<file path="config.mk">
export PLATFORM = sky130hd
export DESIGN_NAME = gyro_spi_responder
export DESIGN_NICKNAME = d
export VERILOG_FILES = /design/src/rtl/gyro_spi_pkg.sv /design/src/rtl/spi_edge_sync.sv /design/src/rtl/gyro_spi_responder.sv
export SDC_FILE = /design/constraint.sdc
export NUM_CORES = 1
export LEC_CHECK = 0
export CAP_MARGIN = 40
export CELL_PAD_IN_SITES_DETAIL_PLACEMENT = 1
export CELL_PAD_IN_SITES_GLOBAL_PLACEMENT = 1
export CORE_MARGIN = 2
export CORE_UTILIZATION = 30
export DETAILED_ROUTE_END_ITERATION = 16
export GPL_TIMING_DRIVEN = 1
export PLACE_DENSITY = 0.67
export SLEW_MARGIN = 15
export SYNTH_ARGS = -nofsm -noshare
export SYNTH_HDL_FRONTEND = slang
export SYNTH_HIERARCHICAL = 1
export SYNTH_SLANG_ARGS = --single-unit
</file>
<file path="constraint.sdc">
create_clock -name GCLK -period 2.4 [get_ports GCLK]
set_input_delay 0.24 -clock GCLK [delete_from_list [all_inputs] [get_ports GCLK]]
set_output_delay 0.24 -clock GCLK [all_outputs]
set_load 0.005 [all_outputs]
</file>
<file path="src/rtl/gyro_spi_pkg.sv">
// Shared constants for the gyro SPI responder: register addresses, reset values and FSM encoding.
package gyro_spi_pkg;

    localparam logic [5:0] ADDR_WHO_AM_I = 6'h0F;
    localparam logic [5:0] ADDR_CTRL1    = 6'h20;
    localparam logic [5:0] ADDR_CTRL2    = 6'h21;
    localparam logic [5:0] ADDR_CTRL3    = 6'h22;
    localparam logic [5:0] ADDR_CTRL4    = 6'h23;
    localparam logic [5:0] ADDR_CTRL5    = 6'h24;
    localparam logic [5:0] ADDR_OUT_TEMP = 6'h26;
    localparam logic [5:0] ADDR_STATUS   = 6'h27;
    localparam logic [5:0] ADDR_OUT_X_L  = 6'h28;
    localparam logic [5:0] ADDR_OUT_X_H  = 6'h29;
    localparam logic [5:0] ADDR_OUT_Y_L  = 6'h2A;
    localparam logic [5:0] ADDR_OUT_Y_H  = 6'h2B;
    localparam logic [5:0] ADDR_OUT_Z_L  = 6'h2C;
    localparam logic [5:0] ADDR_OUT_Z_H  = 6'h2D;

    localparam logic [7:0] CTRL1_RST = 8'h07;
    localparam logic [7:0] CTRL_RST  = 8'h00;

    typedef enum logic [1:0] {
        ST_IDLE = 2'd0,
        ST_ADDR = 2'd1,
        ST_RD   = 2'd2,
        ST_WR   = 2'd3
    } state_t;

endpackage

</file>
<file path="src/rtl/spi_edge_sync.sv">
// Multi-stage synchronizer for one asynchronous SPI pin, with single-cycle rise/fall pulses.
module spi_edge_sync #(
    parameter int STAGES = 2
) (
    input  logic clk,
    input  logic din,
    output logic level,
    output logic rise,
    output logic fall
);

    logic [STAGES-1:0] sync_q;
    logic              prev_q;

    // No reset here: a reset mid-frame must not fabricate an ss_n edge when it releases.
    always_ff @(posedge clk) begin
        sync_q <= {sync_q[STAGES-2:0], din};
        prev_q <= sync_q[STAGES-1];
    end

    assign level = sync_q[STAGES-1];
    assign rise  = level & ~prev_q;
    assign fall  = ~level & prev_q;

endmodule

</file>
<file path="src/rtl/gyro_spi_responder.sv">
// L3G4200D-compatible SPI mode-3 responder: 64x8 register map, sample shadows, CTRL_REG1..5.
module gyro_spi_responder
    import gyro_spi_pkg::*;
#(
    parameter logic [7:0] WHO_AM_I_VAL = 8'hD3,
    parameter int         SYNC_STAGES  = 2
) (
    input  logic        GCLK,
    input  logic        RST,
    input  logic        sclk,
    input  logic        ss_n,
    input  logic        mosi,
    output logic        miso,
    output logic        miso_oe,
    input  logic        sample_valid,
    input  logic [15:0] x_in,
    input  logic [15:0] y_in,
    input  logic [15:0] z_in,
    input  logic [7:0]  temp_in,
    output logic [7:0]  ctrl_reg1,
    output logic        busy,
    output state_t      fsm_state
);

    logic sclk_rise, sclk_fall, ss_rise, ss_fall, mosi_bit;
    logic unused_sclk_level, unused_ss_level, unused_mosi_rise, unused_mosi_fall;

    spi_edge_sync #(.STAGES(SYNC_STAGES)) u_sync_sclk (
        .clk(GCLK), .din(sclk), .level(unused_sclk_level), .rise(sclk_rise), .fall(sclk_fall));
    spi_edge_sync #(.STAGES(SYNC_STAGES)) u_sync_ss (
        .clk(GCLK), .din(ss_n), .level(unused_ss_level), .rise(ss_rise), .fall(ss_fall));
    spi_edge_sync #(.STAGES(SYNC_STAGES)) u_sync_mosi (
        .clk(GCLK), .din(mosi), .level(mosi_bit), .rise(unused_mosi_rise), .fall(unused_mosi_fall));

    logic [2:0]  bit_cnt;
    logic [6:0]  shift_q;
    logic [7:0]  rd_shift;
    logic [5:0]  addr_q;
    logic        burst_q;
    logic        zh_read_q;
    logic [7:0]  ctrl1, ctrl2, ctrl3, ctrl4, ctrl5;
    logic [7:0]  temp_q;
    logic [15:0] x_q, y_q, z_q;
    logic        zyxda_q, zyxor_q;
    logic        pend_valid_q;
    logic [15:0] pend_x, pend_y, pend_z;
    logic [7:0]  pend_temp;

    logic [7:0] rx_byte;
    logic [5:0] next_addr;
    logic       byte_done;

    assign rx_byte   = {shift_q, mosi_bit};
    assign next_addr = burst_q ? addr_q + 6'd1 : addr_q;
    assign byte_done = sclk_rise && (bit_cnt == 3'd7);
    assign ctrl_reg1 = ctrl1;

    function automatic logic [7:0] read_reg(input logic [5:0] a);
        case (a)
            ADDR_WHO_AM_I: return WHO_AM_I_VAL;
            ADDR_CTRL1:    return ctrl1;
            ADDR_CTRL2:    return ctrl2;
            ADDR_CTRL3:    return ctrl3;
            ADDR_CTRL4:    return ctrl4;
            ADDR_CTRL5:    return ctrl5;
            ADDR_OUT_TEMP: return temp_q;
            ADDR_STATUS:   return {zyxor_q, 3'b000, zyxda_q, 3'b000};
            ADDR_OUT_X_L:  return x_q[7:0];
            ADDR_OUT_X_H:  return x_q[15:8];
            ADDR_OUT_Y_L:  return y_q[7:0];
            ADDR_OUT_Y_H:  return y_q[15:8];
            ADDR_OUT_Z_L:  return z_q[7:0];
            ADDR_OUT_Z_H:  return z_q[15:8];
            default:       return 8'h00;
        endcase
    endfunction

    always_ff @(posedge GCLK) begin
        if (RST) begin
            fsm_state <= ST_IDLE;
            miso      <= 1'b0;
            miso_oe   <= 1'b0;
            busy      <= 1'b0;
            bit_cnt   <= 3'd0;
            shift_q   <= 7'd0;
            rd_shift  <= 8'd0;
            addr_q    <= 6'd0;
            burst_q   <= 1'b0;
            zh_read_q <= 1'b0;
            ctrl1     <= CTRL1_RST;
            ctrl2     <= CTRL_RST;
            ctrl3     <= CTRL_RST;
            ctrl4     <= CTRL_RST;
            ctrl5     <= CTRL_RST;
        end else if (ss_rise) begin
            // Frame end drops any partial byte: nothing below commits without byte_done.
            fsm_state <= ST_IDLE;
            miso      <= 1'b0;
            miso_oe   <= 1'b0;
            busy      <= 1'b0;
        end else begin
            case (fsm_state)
                ST_IDLE: if (ss_fall) begin
                    fsm_state <= ST_ADDR;
                    miso_oe   <= 1'b1;
                    busy      <= 1'b1;
                    bit_cnt   <= 3'd0;
                    zh_read_q <= 1'b0;
                end
                ST_ADDR: if (sclk_rise) begin
                    bit_cnt <= bit_cnt + 3'd1;
                    shift_q <= rx_byte[6:0];
                    if (byte_done) begin
                        burst_q <= shift_q[5];
                        addr_q  <= rx_byte[5:0];
                        if (shift_q[6]) begin
                            fsm_state <= ST_RD;
                            rd_shift  <= read_reg(rx_byte[5:0]);
                        end else begin
                            fsm_state <= ST_WR;
                        end
                    end
                end
                ST_RD: begin
                    if (sclk_fall) begin
                        miso     <= rd_shift[7];
                        rd_shift <= {rd_shift[6:0], 1'b0};
                    end else if (sclk_rise) begin
                        bit_cnt <= bit_cnt + 3'd1;
                        if (byte_done) begin
                            if (addr_q == ADDR_OUT_Z_H) zh_read_q <= 1'b1;
                            addr_q   <= next_addr;
                            rd_shift <= read_reg(next_addr);
                        end
                    end
                end
                ST_WR: if (sclk_rise) begin
                    bit_cnt <= bit_cnt + 3'd1;
                    shift_q <= rx_byte[6:0];
                    if (byte_done) begin
                        case (addr_q)
                            ADDR_CTRL1: ctrl1 <= rx_byte;
                            ADDR_CTRL2: ctrl2 <= rx_byte;
                            ADDR_CTRL3: ctrl3 <= rx_byte;
                            ADDR_CTRL4: ctrl4 <= rx_byte;
                            ADDR_CTRL5: ctrl5 <= rx_byte;
                            default: ;
                        endcase
                        addr_q <= next_addr;
                    end
                end
                default: fsm_state <= ST_IDLE;
            endcase
        end
    end

    // A pulse landing on the frame-end cycle is applied directly and supersedes the pending copy.
    logic apply_direct, apply_pend, clear_flags, da_base, or_base;
    assign apply_direct = sample_valid && (!busy || ss_rise);
    assign apply_pend   = ss_rise && pend_valid_q && !sample_valid;
    assign clear_flags  = ss_rise && zh_read_q;
    assign da_base      = zyxda_q && !clear_flags;
    assign or_base      = zyxor_q && !clear_flags;

    always_ff @(posedge GCLK) begin
        if (RST) begin
            temp_q       <= 8'd0;
            x_q          <= 16'd0;
            y_q          <= 16'd0;
            z_q          <= 16'd0;
            zyxda_q      <= 1'b0;
            zyxor_q      <= 1'b0;
            pend_valid_q <= 1'b0;
            pend_x       <= 16'd0;
            pend_y       <= 16'd0;
            pend_z       <= 16'd0;
            pend_temp    <= 8'd0;
        end else begin
            if (ss_rise) begin
                pend_valid_q <= 1'b0;
            end else if (sample_valid && busy) begin
                pend_valid_q <= 1'b1;
                pend_x       <= x_in;
                pend_y       <= y_in;
                pend_z       <= z_in;
                pend_temp    <= temp_in;
            end
            if (apply_direct || apply_pend) begin
                x_q     <= apply_direct ? x_in    : pend_x;
                y_q     <= apply_direct ? y_in    : pend_y;
                z_q     <= apply_direct ? z_in    : pend_z;
                temp_q  <= apply_direct ? temp_in : pend_temp;
                zyxda_q <= 1'b1;
                zyxor_q <= or_base || da_base;
            end else begin
                zyxda_q <= da_base;
                zyxor_q <= or_base;
            end
        end
    end

endmodule

</file>
==> metrics <==
Final Critical Period 2.461 ns; IO buf count 74; global route total overflow 0; Mapped Cells 1277; Syn Nets 1345; Hold WS 0.2274 ns; DRT Pass-1 Iters 7; GRT Util Overall 0.2628; Final Non-Filler Cells 1930; Internal Power 5.118 mW; final core utilization 0.4256; Slowest-stage cell, CP dfxtp_4; clk buf depth 2; final setup violation count 7; CTS tree built; register-to-register setup slack -0.06 ns; met3 WL post-DR 2683 um; critical path data arrival time 2.81 ns; uppermost layer routed met4; largest net degree at the start of global routing 83; H-tree depth 4; HPWL Detailed 33020 um; Initial Util 0.3033; detailed-route via count 10824; Layout area overhead 40.29%; WL per Instance 23.53 um; post-route ant nets 0; CP max stage delay 0.36 ns; Post-CTS Hold Buffers 0; share of cells above drive strength 1 0.2508; CTS root buf clkbuf_16; worst hold-check path type input port to register; Vias/cell 5.608; Final Total Pwr 6.969 mW; worst skew pair latency 0.46 ns; WL met2 20480 um; Slew @ Worst Pin 0.7191 ns; first-pass GRT wire length 67150 um; worst-path cell chain buf_6, buf_6, a21bo_4, a41oi_4, buf_4, a211oi_2, buf_4, a32oi_2, buf_4, nand4_1, nor4_2, a211oi_1; Die Width 185.2 um; Worst-path clk slew 0.08 ns; RSZ-0062 raised after global routing true; final net count 1544; die area 34280 um2; DR iter-0 viols 732; status finished, violations left; Buf+Inv Stages, Crit Path 5; vias in the first global route 10826; failing checks negative setup slack; fmax 0.4064 GHz; PwrDens 504.6 nW/um2; CP startpoint kind register; Critical Setup Path Class register to register; Critical Path End Type register; syn_area_per_cell 7.709 um2; clk sinks 193; Clock power frac 0.423; Net Sw Power 1.851 mW; fin crit share 1.025; final wirelength 45410 um; sequential group share of total power 0.497; final setup margin -0.06085 ns; Required @ worst endpoint 2.74 ns; Logic pwr share 0.080; CP max FO 7; switching share of total power 0.2657; warnings from Yosys 6; Max-slew headroom 0.5206; dpl cells 1869; Clock Skews 0.01630 ns; Mapped Area 9844 um2; initial antenna violation count 1; Max Cap Violations 0; GPL Wtd Cong 0.9630; die outline height 185.2 um; fin. max-slew vios 0; Top Ports 75; Metal-1 WL 20770 um; cell mode on critical path buf_4; Peak VDD IR 0.0004179 V; # DRC 0; CTS buffer count 17; Placement Rows 66; Hold Vio Cnt, Final 0; Pleak 4.836 nW; CORE AREA 32450 um2; Top Family by Delay on Critical Path compound AO/OA/AOI/OAI gates
==> worst register-to-register path: stages (launching register included) <==
cell,delay (ns)
dfxtp_4,0.36
buf_6,0.14
buf_6,0.13
a21bo_4,0.23
a41oi_4,0.27
buf_4,0.16
a211oi_2,0.03
buf_4,0.16
a32oi_2,0.20
buf_4,0.17
nand4_1,0.11
nor4_2,0.32
a211oi_1,0.08
==> what timing repair did <==
action,CTS,global route
setup buffers,17,13
resized for setup,58,71
pin swaps,15,37
endpoints found under the hold margin,0,0
endpoints found under the setup margin,8,49
==> sequential cells by signal (all words and copies together) (netlist names), 3 cells and up <==
name	flops
temp_q	8
bit_cnt	3
addr_q	6
rd_shift	8
pend_z	16
ctrl2	8
ctrl_reg1	8
ctrl3	8
x_q	16
z_q	16
ctrl5	8
ctrl4	8
shift_q	7
y_q	16
pend_temp	8
pend_x	16
pend_y	16
==> routing by layer <==
metal / global-route usage / vias to the layer above
met5: 0 / -
li1: - / 5037
met2: 0.4067 / 293
met4: 0.1054 / 0
met3: 0.05230 / 72
met1: 0.3579 / 5422
==> worst paths after layout <==
path | from | endpoint | cells after the start
min | RST | pend_temp[0]$_SDFFE_PP0P_ | 2
max reg2reg | addr_q[0]$_SDFFE_PP0P_ | rd_shift[5]$_SDFFE_PP0P_ | 12
max | addr_q[0]$_SDFFE_PP0P_ | rd_shift[5]$_SDFFE_PP0P_ | 12
min reg2reg | u_sync_mosi/sync_q[0]$_DFF_P_ | u_sync_mosi/sync_q[1]$_DFF_P_ | 0
==> final cells by class <==
type	instances	area, um2
Antenna cell	1	2.502
Inverter	9	36.28
Multi-Input combinational cell	954	6017
Clock buffer	19	442.9
Clock inverter	11	128.9
Tap cell	442	553.0
Sequential cell	193	3882
Fill cell	3787	18640
Timing Repair Buffer	301	2748
==> cell usage in the layout, fill, tap and decap left out, types with 5 or more instances in the layout <==
master           instances
o21ai_0                 15
buf_4                  191
a22o_1                   5
nand3_2                  6
nand2b_1                 9
nand3_1                140
buf_12                  19
o21ai_1                  6
nand3b_1                13
nor2b_1                  6
nand2_1                240
clkbuf_16               17
a32o_1                   7
o21a_1                   5
a2111oi_4                5
a21oi_1                114
a311oi_1                56
and2_1                   8
a21oi_2                  8
a21boi_0                 7
dfxtp_1                182
buf_6                   18
mux2i_1                 18
nand2_2                  6
a22oi_1                 12
clkdlybuf4s50_1         73
nor3_1                  12
a211oi_4                 5
a32oi_1                 22
nor2_1                  85
nand4_1                 13
inv_1                    6
dfxtp_2                  9
a32oi_2                  6
==> per-stage QoR <==
| stage | area (um2) | setup TNS, ns | setup slack [ns] |
|---|---|---|---|
| global route | 13810 | -0.8277 | -0.1226 |
| detailed placement | 12420 | -1.495 | -0.2800 |
| floorplan | 9873 | -0.01509 | -0.008376 |
| finish | 13810 | -0.2306 | -0.06085 |
| global placement | 12420 | -0.9946 | -0.2073 |
| CTS | 13400 | -0.003035 | -0.003035 |
==> power groups by stage <==
stage	clock [mW]	sequential, mW	combinational [mW]
CTS	2.99	3.45	0.557
global placement	0	3.53	0.543
finish	2.95	3.46	0.558
detailed placement	0	3.53	0.552
floorplan	0	3.44	0.263
global route	3.11	3.46	0.611
Note: power is estimated with default switching activity, not from simulation.
